===== config.mk =====
export PLATFORM = sky130hd
export DESIGN_NAME = hadamard4_frame_collector_flat
export DESIGN_NICKNAME = d
export VERILOG_FILES = /design/src/rtl/hadamard4_frame_collector_pkg.sv /design/src/rtl/hadamard4_frame_collector_if.sv /design/src/rtl/hadamard4_frame_collector_frame_fifo2.sv /design/src/rtl/hadamard4_frame_collector.sv /design/src/flat_wrapper.sv
export SDC_FILE = /design/constraint.sdc
export NUM_CORES = 1
export LEC_CHECK = 0
export CAP_MARGIN = 20
export CORE_UTILIZATION = 56
export CTS_BUF_LIST = sky130_fd_sc_hd__clkbuf_16
export DETAILED_ROUTE_END_ITERATION = 8
export PLACE_DENSITY = 0.78
export SLEW_MARGIN = 40
export SYNTH_ARGS = -nofsm -noshare
export SYNTH_HDL_FRONTEND = slang
export SYNTH_HIERARCHICAL = 1
export SYNTH_SLANG_ARGS = --single-unit

===== constraint.sdc =====
create_clock -name clk -period 2.8 [get_ports clk]
set_input_delay 0.28 -clock clk [delete_from_list [all_inputs] [get_ports clk]]
set_output_delay 0.28 -clock clk [all_outputs]
set_load 0.03 [all_outputs]

===== src/rtl/hadamard4_frame_collector_pkg.sv =====
// rtl/hadamard4_frame_collector_pkg.sv - shared Hadamard coefficient and frame types
package hadamard_pkg;
   localparam int COEF_W = 12;
   localparam int IN_W   = 9;
   localparam int NPT    = 4;

   typedef logic signed [COEF_W-1:0] coef_t;
   typedef coef_t [NPT-1:0]          frame_t;
endpackage


===== src/rtl/hadamard4_frame_collector_if.sv =====
// rtl/hadamard4_frame_collector_if.sv - coefficient input and frame handshake bundle
interface hadamard4_frame_collector_if;
   import hadamard_pkg::*;

   logic       start;
   coef_t      y_in;
   logic       frm_ready;
   logic       frm_valid;
   coef_t      y0_o;
   coef_t      y1_o;
   coef_t      y2_o;
   coef_t      y3_o;
   logic [1:0] fill;
   logic       overflow;

   modport master (
      input  start, y_in, frm_ready,
      output frm_valid, y0_o, y1_o, y2_o, y3_o, fill, overflow
   );

   modport slave (
      output start, y_in, frm_ready,
      input  frm_valid, y0_o, y1_o, y2_o, y3_o, fill, overflow
   );
endinterface


===== src/rtl/hadamard4_frame_collector_frame_fifo2.sv =====
// rtl/hadamard4_frame_collector_frame_fifo2.sv - two-entry frame FIFO, drops pushes when full
module frame_fifo2 #(
   parameter int W = 48
) (
   input  logic         i_clk,
   input  logic         i_rst_n,
   input  logic         i_push,
   input  logic [W-1:0] i_din,
   input  logic         i_pop,
   output logic [W-1:0] o_head,
   output logic [1:0]   o_fill,
   output logic         o_full
);
   logic [W-1:0] r_mem0;
   logic [W-1:0] r_mem1;
   logic [1:0]   r_fill;
   logic         w_pop;

   assign w_pop  = i_pop && (r_fill != 2'd0);
   assign o_full = (r_fill == 2'd2);
   assign o_head = r_mem0;
   assign o_fill = r_fill;

   // r_mem0 is always the head; a push while full and not popping is simply ignored.
   always_ff @(posedge i_clk) begin
      if (!i_rst_n) begin
         r_mem0 <= '0;
         r_mem1 <= '0;
         r_fill <= 2'd0;
      end else begin
         case ({i_push, w_pop})
            2'b10: begin
               if (r_fill == 2'd0) begin
                  r_mem0 <= i_din;
                  r_fill <= 2'd1;
               end else if (r_fill == 2'd1) begin
                  r_mem1 <= i_din;
                  r_fill <= 2'd2;
               end
            end
            2'b01: begin
               r_mem0 <= r_mem1;
               r_fill <= r_fill - 2'd1;
            end
            2'b11: begin
               if (r_fill == 2'd1) begin
                  r_mem0 <= i_din;
               end else begin
                  r_mem0 <= r_mem1;
                  r_mem1 <= i_din;
               end
            end
            default: ;
         endcase
      end
   end
endmodule


===== src/rtl/hadamard4_frame_collector.sv =====
// rtl/hadamard4_frame_collector.sv - skips pipeline fill, packs 4 coefficients per frame, buffers frames
module hadamard4_frame_collector
   import hadamard_pkg::*;
#(
   parameter int LATENCY     = 3,
   parameter int SCALE_SHIFT = 0
) (
   input logic                         clk,
   input logic                         rst_n,
   hadamard4_frame_collector_if.master bus
);
   localparam int SKIP_W = $clog2(LATENCY + 1);

   logic [SKIP_W-1:0] r_skip;
   logic [1:0]        r_idx;
   coef_t             r_slot [0:2];
   logic              r_overflow;

   logic   w_capture;
   logic   w_push;
   logic   w_full;
   logic   w_drop;
   coef_t  w_scaled;
   frame_t w_frame;
   frame_t w_head;
   logic [1:0] w_fill;

   assign w_capture = bus.start && (r_skip == SKIP_W'(LATENCY));
   assign w_push    = w_capture && (r_idx == 2'd3);
   assign w_scaled  = bus.y_in >>> SCALE_SHIFT;
   // Full implies frm_valid, so frm_ready alone decides whether a slot frees up this edge.
   assign w_drop    = w_push && w_full && !bus.frm_ready;

   always_comb begin
      w_frame    = '0;
      w_frame[0] = r_slot[0];
      w_frame[1] = r_slot[1];
      w_frame[2] = r_slot[2];
      w_frame[3] = w_scaled;
   end

   always_ff @(posedge clk) begin
      if (!rst_n) begin
         r_skip     <= '0;
         r_idx      <= 2'd0;
         r_slot[0]  <= '0;
         r_slot[1]  <= '0;
         r_slot[2]  <= '0;
         r_overflow <= 1'b0;
      end else begin
         r_overflow <= r_overflow | w_drop;
         if (!bus.start) begin
            r_skip <= '0;
            r_idx  <= 2'd0;
         end else if (!w_capture) begin
            r_skip <= r_skip + SKIP_W'(1);
         end else begin
            if (r_idx != 2'd3) r_slot[r_idx] <= w_scaled;
            r_idx <= r_idx + 2'd1;
         end
      end
   end

   frame_fifo2 #(.W(NPT * COEF_W)) u_fifo (
      .i_clk   (clk),
      .i_rst_n (rst_n),
      .i_push  (w_push),
      .i_din   (w_frame),
      .i_pop   (bus.frm_ready),
      .o_head  (w_head),
      .o_fill  (w_fill),
      .o_full  (w_full)
   );

   assign bus.frm_valid = (w_fill != 2'd0);
   assign bus.fill      = w_fill;
   assign bus.overflow  = r_overflow;
   assign bus.y0_o      = w_head[0];
   assign bus.y1_o      = w_head[1];
   assign bus.y2_o      = w_head[2];
   assign bus.y3_o      = w_head[3];
endmodule


===== src/flat_wrapper.sv =====
// flat-port wrapper written by rule: the top's interface ports become plain ports
module hadamard4_frame_collector_flat import hadamard_pkg::*;
#(
   parameter int LATENCY     = 3,
   parameter int SCALE_SHIFT = 0
)
  (clk, rst_n, bus_start, bus_y_in, bus_frm_ready, bus_frm_valid, bus_y0_o, bus_y1_o, bus_y2_o, bus_y3_o, bus_fill, bus_overflow);
  hadamard4_frame_collector_if bus_i ();
  input logic clk;
  input logic rst_n;
  input wire logic [$bits(bus_i.start)-1:0] bus_start;
  input wire logic [$bits(bus_i.y_in)-1:0] bus_y_in;
  input wire logic [$bits(bus_i.frm_ready)-1:0] bus_frm_ready;
  output wire logic [$bits(bus_i.frm_valid)-1:0] bus_frm_valid;
  output wire logic [$bits(bus_i.y0_o)-1:0] bus_y0_o;
  output wire logic [$bits(bus_i.y1_o)-1:0] bus_y1_o;
  output wire logic [$bits(bus_i.y2_o)-1:0] bus_y2_o;
  output wire logic [$bits(bus_i.y3_o)-1:0] bus_y3_o;
  output wire logic [$bits(bus_i.fill)-1:0] bus_fill;
  output wire logic [$bits(bus_i.overflow)-1:0] bus_overflow;
  assign bus_i.start = bus_start;
  assign bus_i.y_in = bus_y_in;
  assign bus_i.frm_ready = bus_frm_ready;
  assign bus_frm_valid = bus_i.frm_valid;
  assign bus_y0_o = bus_i.y0_o;
  assign bus_y1_o = bus_i.y1_o;
  assign bus_y2_o = bus_i.y2_o;
  assign bus_y3_o = bus_i.y3_o;
  assign bus_fill = bus_i.fill;
  assign bus_overflow = bus_i.overflow;
  hadamard4_frame_collector #(.LATENCY(LATENCY), .SCALE_SHIFT(SCALE_SHIFT)) u_core (.clk(clk), .rst_n(rst_n), .bus(bus_i));
endmodule

Yosys cells after proc, flatten, opt, wreduce, memory -nomap -nowiden
Memories as Yosys holds them, arrays and structs flattened.
Cells that the tools add are included.
- flip-flop bits (word level): 103
- output and inout bits: 52
- bits in writable memories: 36
- memories kept: 1
- logic and storage cells: 57
- bits of input ports: 16
- memories (memory ; words ; bits a word ; rd ports ; clocked after memory_dff ; wr ports ; line ; RTL):
    u_core.r_slot ; 3 ; 12 ; 3 ; 0 ; 3 ; hadamard4_frame_collector.sv:16 ; coef_t r_slot [0:2];
- add/sub/neg operators: 3
- muxes and demuxes: 18
- bitwise logic cells: 1
- reduce and logical (&&, ||, !) cells: 16
- equality and inequality tests: 12
- operators by type and width (kind ; number):
    2-to-1 mux 48 bit ; 4
    one-hot mux 48 bit (3 select lines) ; 1
    one-hot mux 48 bit (2 select lines) ; 1
    2-to-1 mux 12 bit ; 1
    OR reduction 12 bit ; 1
    equality test 2 bit (second input constant) ; 5
    != test 2 bit (second input constant) ; 4
    2-to-1 mux 1 bit ; 7
    2-to-1 mux 2 bit ; 3
    AND reduction 2 bit ; 3
    nonzero test 2 bit ; 3
    logical AND 1 bit ; 5
    adder 2 x 1 -> 2 bit (second input constant) ; 2
    equality test 2 x 1 -> 1 bit (second input constant) ; 2
    one-hot mux 2 bit (2 select lines) ; 1
    != test 3 bit (second input constant) ; 1
    AND reduction 3 bit ; 1
    nonzero test 3 bit ; 1
    logical NOT 2 bit ; 1
    subtractor 2 x 1 -> 2 bit (second input constant) ; 1
    logical NOT 1 bit ; 1
    OR 1 bit ; 1

Logic depth before layout (Yosys ltp)
Gate-level depths: netlist (run 1).
- depth after elaboration: 8
- gate-level depth with buffers: 10
- mapped depth without buffers: 6

Modules after synthesis
Netlist (run 1), hierarchy kept.
- modules (own cells, without submodules) (module ; times used ; area each (um^2) ; cells an instance ; seq. area each (um^2)):
    frame_fifo2 ; 1 ; 4231.6 ; 484 ; 1961.9
    hadamard4_frame_collector ; 1 ; 1706.6 ; 124 ; 1181.1

Worst setup path before layout (run 1)
No wires, ideal clock.
- path kind: register to register
- from: register u_core.r_skip[0]
- to: memory u_core/r_slot[2][0] in the netlist's numbering, enable pin
- data required time: 2402 ps
- library setup time: 398 ps
- path slack: 607 ps
- cell stages (with the launch flop): 6
- data arrival time: 1795 ps
- path buffers: 2
- clock period less this slack: 2193 ps
- cell sequence: dfxtp_1 ha_1 buf_4 nand4b_2 buf_6 o21ai_0
- RTL lines (element ; line ; RTL):
    start, declared ; hadamard4_frame_collector.sv:14 ; logic [SKIP_W-1:0] r_skip;
    start signal, assigned ; hadamard4_frame_collector.sv:56 ; r_skip <= r_skip + SKIP_W'(1);
    end, declared ; hadamard4_frame_collector.sv:16 ;

Worst setup path after layout (run 1)
- from: register u_core.r_skip[0]
- to: register u_core.u_fifo.r_mem0[2], in the netlist u_core/u_fifo/o_head[2]
- word-level cells in the longest chain between the ends: 6
- elaborated cells between the ends (all ways): 10
- those cells by class: eq/ne (5); mux (1); reduce/logical (4)
- ends and longest elaborated chain (element ; line ; RTL):
    equality test 2 bit * ; hadamard4_frame_collector.sv:28 ; assign w_capture = bus.start && (r_skip == SKIP_W'(LATENCY));
    logical AND 1 bit * ; hadamard4_frame_collector.sv:28 ;
    logical AND 1 bit * ; hadamard4_frame_collector.sv:29 ; assign w_push = w_capture && (r_idx == 2'd3);
    net u_core.w_push ; hadamard4_frame_collector.sv:20 ; logic w_push;
    equality test 2 bit or equality test 2 x 1 -> 1 bit (tied branches) ; hadamard4_frame_collector_frame_fifo2.sv:31 ; case ({i_push, w_pop})
    != test 2 bit (no source line) or nonzero test 3 bit (tied branches) ; - ;
    AND reduction 2 bit (no source line) ; - ;
    end signal, assigned ; hadamard4_frame_collector_frame_fifo2.sv:34 ; r_mem0 <= i_din;
    end signal, assigned ; hadamard4_frame_collector_frame_fifo2.sv:42 ; r_mem0 <= r_mem1;
    end signal, assigned ; hadamard4_frame_collector_frame_fifo2.sv:47 ; r_mem0 <= i_din;
    end, declared ; hadamard4_frame_collector_frame_fifo2.sv:14 ; logic [W-1:0] r_mem0;
Mark *: on every way through the listed nets, which the timed path passes. The rest lies on a longest branch.
A chain may end at the register's enable or synchronous reset.

==> reports/metrics.csv, run 1 <==
metric,value,unit
status,finished clean,
"Clk pin slew, worst setup/hold paths",0.06,ns
leakage power,0.00260,µW
Max Clock Skew,0.00799,ns
top_reg_cell synth,dfxtp_1,
Synth area leaders,"dfxtp_1 (35%), edfxtp_1 (18%), a21oi_1 (7.4%)",
Async SR Flop Fraction,0,%
placed insts,776,
share of cells above drive strength 1,9.23,%
post-synth top area cell,dfxtp_1,
Hold Slack,0.449,ns
Final Hold Vio Count,0,
CP arrival,2.67,ns
post-synth top area share,34.7,%
initial antenna violation count,0,
Filler cells,739,
Final min period,2.42,ns
CP required,3.06,ns
Mapped Cells,608,
Hold EP,u_core/u_fifo/r_mem1[40],
FF-to-FF End,u_core/u_fifo/o_head[2],
Slew headroom,51.2,%
startpoint types,flop,
Crit. End Element,flop,
core box area,10300,µm²
drt first pass iters,5,
r2r startpoint,u_core/r_skip[0],
Initial Utilization,57.5,%
TritonCTS Sinks,139,
final cell count without fillers,808,
hold path startpoint,u_core/u_fifo/r_mem1[40],
final worst slack,0.383,ns
Worst Max-Slew Pin Slew,0.731,ns
Max IR drop VDD,0.368,mV
clk_lat worst skew,0.41,ns
die extent in x,105,µm
CP Class,reg -> reg,
ANT cells,0,
hold depth,2,
H-tree depth reported by CTS,4,
Longest Clk Path Bufs,2,
post-CTS sizing,0,
#FFs+latches synth,139,
Post-Place Worst Slack,0.336,ns
Worst Hold Class,reg -> reg,
total grt overflow,0,
Ys Warns,6,
initial detailed-routing violation count,425,
GRT Total Usage,26.8,%
Final ANT Viol Nets,0,
# rows,37,
final wirelength,14000,µm
DRC errors left,0,
syn_nets,633,
sum of negative setup slack,0,ns
RSZ-0062 raised after global routing,no,
vias in the first global route,4578,
wire per inst,17.3,µm
Area Growth Syn to Fin,21.6,%
via/cell ratio,5.94,
Power Density,686,nW/µm²
Post CTS Setup Buffer Count,0,
final HPWL from detailed placement,8920,µm
post-cts hold buffer count,0,
max cap viols,0,
"EDFF count, synth",36,
r2r worst-path depth,7,
Max Clk Rate,0.414,GHz
height of the die,105,µm
root buf cell,clkbuf_16,
routed via count,4800,
Tcrit/Tclk final,86.3,%
CP Max Fanout,19,
Synth Cell Area,5940,µm²
Cell variety after synth,40,
GP Congestion,0.811,
Slew Limit Fails,0,
nets,684,
Ports,68,
Final setup viols,0,
port buffer count,67,
CTS tree,yes,
first-pass GRT wire length,23100,µm
flop2flop setup slack,0.38,ns
DIE AREA,11000,µm²
Syn Area/Cell,9.77,µm²
pin count of the biggest net entering global routing,68,
register area share after synthesis,52.9,%
TritonCTS buffer count,17,
## Yosys cell counts (all sizes together), types with 17 or more instances
cell / number
nor2: 17
edfxtp: 36
nor3b: 19
o21ai: 43
o22ai: 18
buf: 32
nor3: 38
dfxtp: 103
nand2: 78
mux2i: 31
inv: 20
a22oi: 18
a21oi: 88
clkbuf: 19
## area by class of cell
cell class                 instances  area, µm²  share of cell area, %
clock buffer                      18        450                   6.24
clock inverter                    14        146                   2.03
multi-input combinational        398       2420                   33.5
inverter                          20       75.1                   1.04
timing repair buffer              83        816                   11.3
tap                              136        170                   2.36
sequential                       139       3140                   43.5
## worst max-delay path by stage
stage	start	endpoint	slack, ns	depth (start not counted)
after floorplan	u_core/r_skip[0]	u_core/r_slot[2][0]	0.61	5
after global routing	u_core/r_skip[0]	u_core/u_fifo/o_head[19]	0.22	7
after detailed placement	bus_start	u_core/u_fifo/o_head[25]	0.34	7
final	u_core/r_skip[0]	u_core/u_fifo/o_head[2]	0.38	7
after global placement	bus_start	u_core/u_fifo/o_head[30]	0.40	7
after CTS	u_core/r_skip[0]	u_core/u_fifo/o_head[2]	0.42	7
## power breakdown
part / switching, µW / leakage [µW] / internal (µW)
sequential: 42.5 / 0.00120 / 2130
combinational: 326 / 0.00109 / 197
clock: 827 / 0.000300 / 1440
## logic make-up (layout without fill, tap and decap cells)
logic type / after synthesis / in the layout / synth area share, %
buffers and inverters: 71 / 135 / 6.36
adder cells (fa/ha/maj): 9 / 9 / 1.90
multiplexers: 31 / 31 / 5.23
AO/OA/AOI/OAI: 181 / 181 / 17.5
flip-flops: 139 / 139 / 52.9
AND/OR/NAND/NOR: 174 / 174 / 15.6
XOR/XNOR: 3 / 3 / 0.569
## metrics by stage
step / util [%] / area [µm²] / total power, µW
2_1_floorplan: - / 5940 / 2530
3_3_place_gp: 64.1 / 6620 / 2710
3_5_place_dp: 64.1 / 6620 / 2730
4_1_cts: 69.9 / 7220 / 4970
5_1_grt: 69.9 / 7220 / 5130
6_report: 69.9 / 7220 / 4950
## critical path: stages, from the launching register on
cell	delay (ns)
dfxtp_1	0.36
ha_1	0.35
and3_1	0.56
and2_1	0.22
buf_4	0.26
nor2_4	0.15
a22oi_1	0.23
o22ai_1	0.12
## state kept, by name, indices dropped and copies added (netlist names)
name	flops
u_core/r_slot	36
u_core/u_fifo/o_head	48
u_core/u_fifo/o_fill	2
u_core/r_idx	2
u_core/bus.overflow	1
u_core/r_skip	2
u_core/u_fifo/r_mem1	48
## placed cells by master, fill, tap and decap left out, drive strengths merged, types with 3 or more instances in the layout
cell,synthesis,final
dfxtp,103,103
a21oi,88,88
nand2,78,78
clkdlybuf4s50,0,67
o21ai,43,43
nor3,38,38
edfxtp,36,36
mux2i,31,31
inv,20,22
nor3b,19,19
clkbuf,19,18
a22oi,18,18
o22ai,18,18
nor2,17,17
buf,32,16
or3,10,10
o221ai,10,10
ha,9,9
clkinv,0,9
bufinv,0,3
and2,3,3
## routing by layer
metal,vias to the layer above,share of wire [%],GRT usage [%]
li1,2271,-,-
met1,2326,45,35.8
met2,177,48,42.6
met3,26,5.3,4.49
met4,0,2.1,12.6
met5,-,0,0
No activity file was read; power rests on OpenSTA's default activity.
==> inputs of run 2 (changes only) <==
--- a/config.mk
+++ b/config.mk
@@ -6,10 +6,12 @@
 export NUM_CORES = 1
 export LEC_CHECK = 0
 export CAP_MARGIN = 20
-export CORE_UTILIZATION = 56
+export CELL_PAD_IN_SITES_DETAIL_PLACEMENT = 1
+export CELL_PAD_IN_SITES_GLOBAL_PLACEMENT = 1
+export CORE_UTILIZATION = 43
 export CTS_BUF_LIST = sky130_fd_sc_hd__clkbuf_16
 export DETAILED_ROUTE_END_ITERATION = 8
-export PLACE_DENSITY = 0.78
+export PLACE_DENSITY = 0.77
 export SLEW_MARGIN = 40
 export SYNTH_ARGS = -nofsm -noshare
 export SYNTH_HDL_FRONTEND = slang
==> reports/metrics.csv, run 2 (synthesis gave the netlist of run 1 again) <==
metric,value,unit,change
startpoint types,flop,,
TritonCTS buffer count,17,,unchanged
Hold EP,u_core/u_fifo/r_mem1[24],,
storage element area,3140,µm²,unchanged
Final setup viols,0,,unchanged
Final ANT Viol Nets,0,,unchanged
max cap viols,0,,unchanged
port buffer count,67,,unchanged
Worst Hold Class,reg -> reg,,
Initial Utilization,44.5,%,-13 points
CP Class,reg -> reg,,
Tcrit/Tclk final,87.1,%,+0.74 points
Slew headroom,50.5,%,-0.77 points
Filler cells,1513,,+100%
flop2flop setup slack,0.36,ns,-0.02 ns
core box area,13300,µm²,+29%
Longest Clk Path Bufs,2,,unchanged
pin count of the biggest net entering global routing,68,,unchanged
grt met2 use,38.5,%,-4.1 points
GR peak layer,met2,,
Multi-input gate area,2420,µm²,unchanged
clk_lat worst skew,0.42,ns,about the same
root buf cell,clkbuf_16,,
die extent in x,120,µm,+14%
vias in the first global route,4934,,+7.8%
final HPWL from detailed placement,10600,µm,+18%
GRT Total Usage,23.3,%,-3.5 points
H-tree depth reported by CTS,4,,unchanged
total design power,4780,µW,-3.4%
Final Hold Vio Count,0,,unchanged
Critical Path Start,u_core/r_idx[0],,
r2r worst-path depth,7,,unchanged
drt first pass iters,4,,-1
routed via count,4719,,-1.7%
sum of negative setup slack,0,ns,unchanged
final cell count without fillers,853,,+5.6%
r2r startpoint,u_core/r_idx[0],,
DIE AREA,14300,µm²,+30%
initial antenna violation count,0,,unchanged
Worst Max-Slew Pin Slew,0.741,ns,+0.00979 ns
post-cts hold buffer count,0,,unchanged
Max Clk Rate,0.410,GHz,-0.85%
Max Clock Skew,0.00939,ns,+0.00140 ns
"commonest non-fill, non-tap cell in the layout",dfxtp_1,,
CP Max Fanout,13,,-6
Max IR drop VDD,0.550,mV,+50%
GP Congestion,0.778,,-4.1%
Power Density,662,nW/µm²,-3.5%
hold depth,2,,unchanged
CTS tree,yes,,
Area Growth Syn to Fin,21.7,%,
Post CTS Setup Buffer Count,0,,unchanged
total grt overflow,0,,unchanged
Ports,68,,unchanged
FF-to-FF End,u_core/u_fifo/o_head[28],,
initial detailed-routing violation count,238,,-44%
Crit. End Element,flop,,
status,finished clean,,
RSZ-0062 raised after global routing,no,,
height of the die,120,µm,+14%
met1 Track Usage GR,29.3,%,-6.5 points
hold path startpoint,u_core/u_fifo/r_mem1[24],,
met3 Resource Use GR,4.56,%,+0.071 points
post-CTS sizing,0,,unchanged
Slew Limit Fails,0,,unchanged
CP required,3.08,ns,+0.02 ns
DRC errors left,0,,unchanged
# rows,42,,+14%
wire per inst,18.4,µm,+5.9%
TritonCTS Sinks,139,,unchanged
"Clk pin slew, worst setup/hold paths",0.05,ns,about the same
most frequent cells in the layout,"dfxtp_1 (103), a21oi_1 (88), nand2_1 (77), clkdlybuf4s50_1 (67), o21ai_0 (40)",,
final wirelength,15700,µm,+12%
ANT cells,0,,unchanged
first-pass GRT wire length,25500,µm,+10%
Final min period,2.44,ns,+0.0207 ns
CP arrival,2.72,ns,+0.05 ns
placed insts,821,,+5.8%
share of cells above drive strength 1,9.31,%,+0.080 points
leakage power,0.00259,µW,-0.16%
via/cell ratio,5.53,,-6.9%
nets,689,,+0.73%
==> run 2: worst max-delay path, cell delays in order (launching register included) <==
cell     delay [ns]
dfxtp_1        0.40
ha_1           0.18
and3_1         0.57
nand2_1        0.37
nand2_1        0.16
buf_4          0.23
mux2i_1        0.26
a21oi_1        0.10
==> run 2: final cells by class <==
class / instances / area share (%)
Inverter: 20 / 1.07
Tap cell: 176 / 3.05
Sequential cell: 139 / 43.5
Clock buffer: 17 / 5.89
Multi-Input combinational cell: 398 / 33.5
Clock inverter: 15 / 1.58
Timing Repair Buffer: 88 / 11.5
==> run 2: worst max-delay path by stage <==
stage | endpoint | cells after the start
2_1_floorplan | u_core/r_slot[2][0] | 5
3_3_place_gp | u_core/u_fifo/o_head[32] | 7
3_5_place_dp | u_core/u_fifo/o_head[28] | 7
4_1_cts | u_core/u_fifo/o_head[28] | 7
5_1_grt | u_core/u_fifo/o_head[28] | 7
6_report | u_core/u_fifo/o_head[28] | 7
==> run 2: metal layers <==
metal	part of all wire, %	up-vias
li1	-	2289
met1	46	2309
met2	49	98
met3	3.9	23
met4	1.8	0
met5	0	-
==> run 2: stage by stage <==
stage          instance area (µm²)  setup slack, ns  util [%]  hold WS [ns]
6_report                      7230            0.363      54.1         0.451
5_1_grt                       7230            0.205      54.1         0.476
4_1_cts                       7230            0.353      54.1         0.452
2_1_floorplan                 5940            0.607         -         0.405
3_5_place_dp                  6690            0.168      50.1         0.443
3_3_place_gp                  6680            0.225      50.1         0.437
==> run 2: report_power, final <==
group | total (µW) | switching, µW | internal [µW]
logic | 539 | 336 | 202
registers | 2170 | 43.2 | 2130
clock network | 2080 | 804 | 1270
==> inputs of run 3 (changes only) <==
--- a/config.mk
+++ b/config.mk
@@ -8,9 +8,10 @@
 export CAP_MARGIN = 20
 export CELL_PAD_IN_SITES_DETAIL_PLACEMENT = 1
 export CELL_PAD_IN_SITES_GLOBAL_PLACEMENT = 1
-export CORE_UTILIZATION = 43
+export CORE_UTILIZATION = 49
 export CTS_BUF_LIST = sky130_fd_sc_hd__clkbuf_16
 export DETAILED_ROUTE_END_ITERATION = 8
+export DONT_BUFFER_PORTS = 1
 export PLACE_DENSITY = 0.77
 export SLEW_MARGIN = 40
 export SYNTH_ARGS = -nofsm -noshare
==> reports/metrics.csv, run 3 (synthesis gave the netlist of run 1 again) <==
metric,value,unit,change
CP Class,reg -> reg,,
H-tree depth reported by CTS,4,,unchanged
Worst Max-Slew Pin Slew,0.760,ns,+0.0189 ns
GP Congestion,0.757,,-2.7%
TritonCTS buffer count,17,,unchanged
Max Clock Skew,0.0159,ns,+0.00655 ns
height of the die,112,µm,-6.2%
Multi-input gate area,2420,µm²,unchanged
Slew headroom,49.3,%,-1.1 points
Post-Place Worst Slack,0.408,ns,+0.240 ns
Power Density,718,nW/µm²,+8.4%
status,"complete, but fails checks",,
Tcrit/Tclk final,87.9,%,+0.85 points
TritonCTS Sinks,139,,unchanged
Final Hold Vio Count,0,,unchanged
share of cells above drive strength 1,10.0,%,+0.73 points
vias in the first global route,4721,,-4.3%
"Clk pin slew, worst setup/hold paths",0.06,ns,about the same
sum of negative setup slack,0,ns,unchanged
Final min period,2.46,ns,+0.0238 ns
initial detailed-routing violation count,333,,+40%
most frequent cells in the layout,"dfxtp_1 (103), a21oi_1 (88), nand2_1 (77), o21ai_0 (40), edfxtp_1 (36)",,
"commonest non-fill, non-tap cell in the layout",dfxtp_1,,
die extent in x,112,µm,-6.2%
GRT Total Usage,26.0,%,+2.8 points
Area Growth Syn to Fin,11.6,%,
root buf cell,clkbuf_16,,
Filler cells,1283,,-15%
Initial Utilization,51.1,%,+6.6 points
total grt overflow,0,,unchanged
CP required,3.12,ns,+0.04 ns
port buffer count,0,,-100%
core box area,11600,µm²,-13%
Final setup viols,0,,unchanged
routed via count,4534,,-3.9%
Ports,68,,unchanged
first-pass GRT wire length,25400,µm,-0.35%
Crit. End Element,flop,,
DRC errors left,7,,+7
CP Cell Sequence,ha_1 -> and3_1 -> nand2b_4 -> a211oi_4 -> buf_4 -> nand2_1 -> a21oi_1,,
Max Clk Rate,0.406,GHz,-0.97%
startpoint types,flop,,
CP Max Fanout,31,,+18
via/cell ratio,5.96,,+7.7%
Final ANT Viol Nets,0,,unchanged
final worst slack,0.339,ns,-0.0238 ns
clk_lat worst skew,0.42,ns,about the same
Longest Clk Path Bufs,2,,unchanged
CP max-delay cell,and3_1,,
final HPWL from detailed placement,9850,µm,-6.7%
final wirelength,15500,µm,-1.1%
Worst path max stage delay,0.55,ns,-0.02 ns
initial antenna violation count,0,,unchanged
Slew Limit Fails,0,,unchanged
nets,630,,-8.6%
storage element area,3140,µm²,unchanged
failing checks,design-rule violations,,
ANT cells,0,,unchanged
wire per inst,20.4,µm,+11%
DIE AREA,12600,µm²,-12%
pin count of the biggest net entering global routing,68,,unchanged
# rows,39,,-7.1%
RSZ-0062 raised after global routing,no,,
leakage power,0.00241,µW,-7.0%
CTS tree,yes,,
CP arrival,2.78,ns,+0.06 ns
Max IR drop VDD,0.416,mV,-24%
drt first pass iters,7,,+3
max cap viols,0,,unchanged
Worst Hold Class,in -> reg,,
[run 3: cell types whose count changed in the layout (fill, tap and decap cells not counted), sizes merged]
| cell | change |
|---|---|
| clkinv | -4 |
| inv | +3 |
| buf | -3 |
| bufinv | +1 |
| dlygate4sd3 | +11 |
| clkdlybuf4s50 | -67 |
[run 3: routing by layer]
metal | GRT usage [%] | vias up | routed length (µm)
met3 | 6.91 | 16 | 895
met5 | 0 | - | 0
met4 | 9.51 | 0 | 228
met1 | 33.8 | 2233 | 6790
li1 | - | 2166 | -
met2 | 42.0 | 119 | 7580
[run 3: area by class of cell]
cell class                 instances  share of cell area [%]
clock buffer                      17                    6.42
multi-input combinational        398                    36.5
tap                              143                    2.70
clock inverter                    15                    2.13
inverter                          20                    1.13
sequential                       139                    47.4
timing repair buffer              29                    3.70
[run 3: through the flow]
step	hold WS (ns)	std cells	area, µm²	util (%)	total power (µW)
floorplan	0.405	608	5940	-	2530
global placement	0.373	718	5950	51.2	2590
detailed placement	0.376	718	5950	51.2	2600
CTS	0.00101	760	6620	57.0	4780
global route	0.00270	761	6630	57.1	4910
finish	0.00955	761	6630	57.1	4760
[run 3: where the power goes]
| group | switching [µW] | internal [µW] |
|---|---|---|
| clock network | 807 | 1370 |
| logic | 211 | 110 |
| registers | 135 | 2130 |
[run 3: final timing paths]
check                                start                       end  slack [ns]  depth (start not counted)
hold / removal                       rst_n  u_core/u_fifo/o_head[16]        0.01                          2
setup reg to reg          u_core/r_skip[0]  u_core/u_fifo/r_mem1[33]        0.34                          7
hold reg to reg   u_core/u_fifo/r_mem1[27]  u_core/u_fifo/r_mem1[27]        0.45                          2
setup / recovery          u_core/r_skip[0]  u_core/u_fifo/r_mem1[33]        0.34                          7
[run 3: repair_timing]
item	CTS	global route
buffers inserted	0	0
endpoints found under the hold margin	19	1
hold buffers	10	1
resized for setup	0	0
[run 3: critical path, delay by kind of cell (launching register included)]
family	cells	cell delay, ns
adder cells (fa/ha/maj)	1	0.34
AO/OA/AOI/OAI	2	0.40
buffers and inverters	1	0.37
AND/OR/NAND/NOR	3	0.89
flip-flops	1	0.35
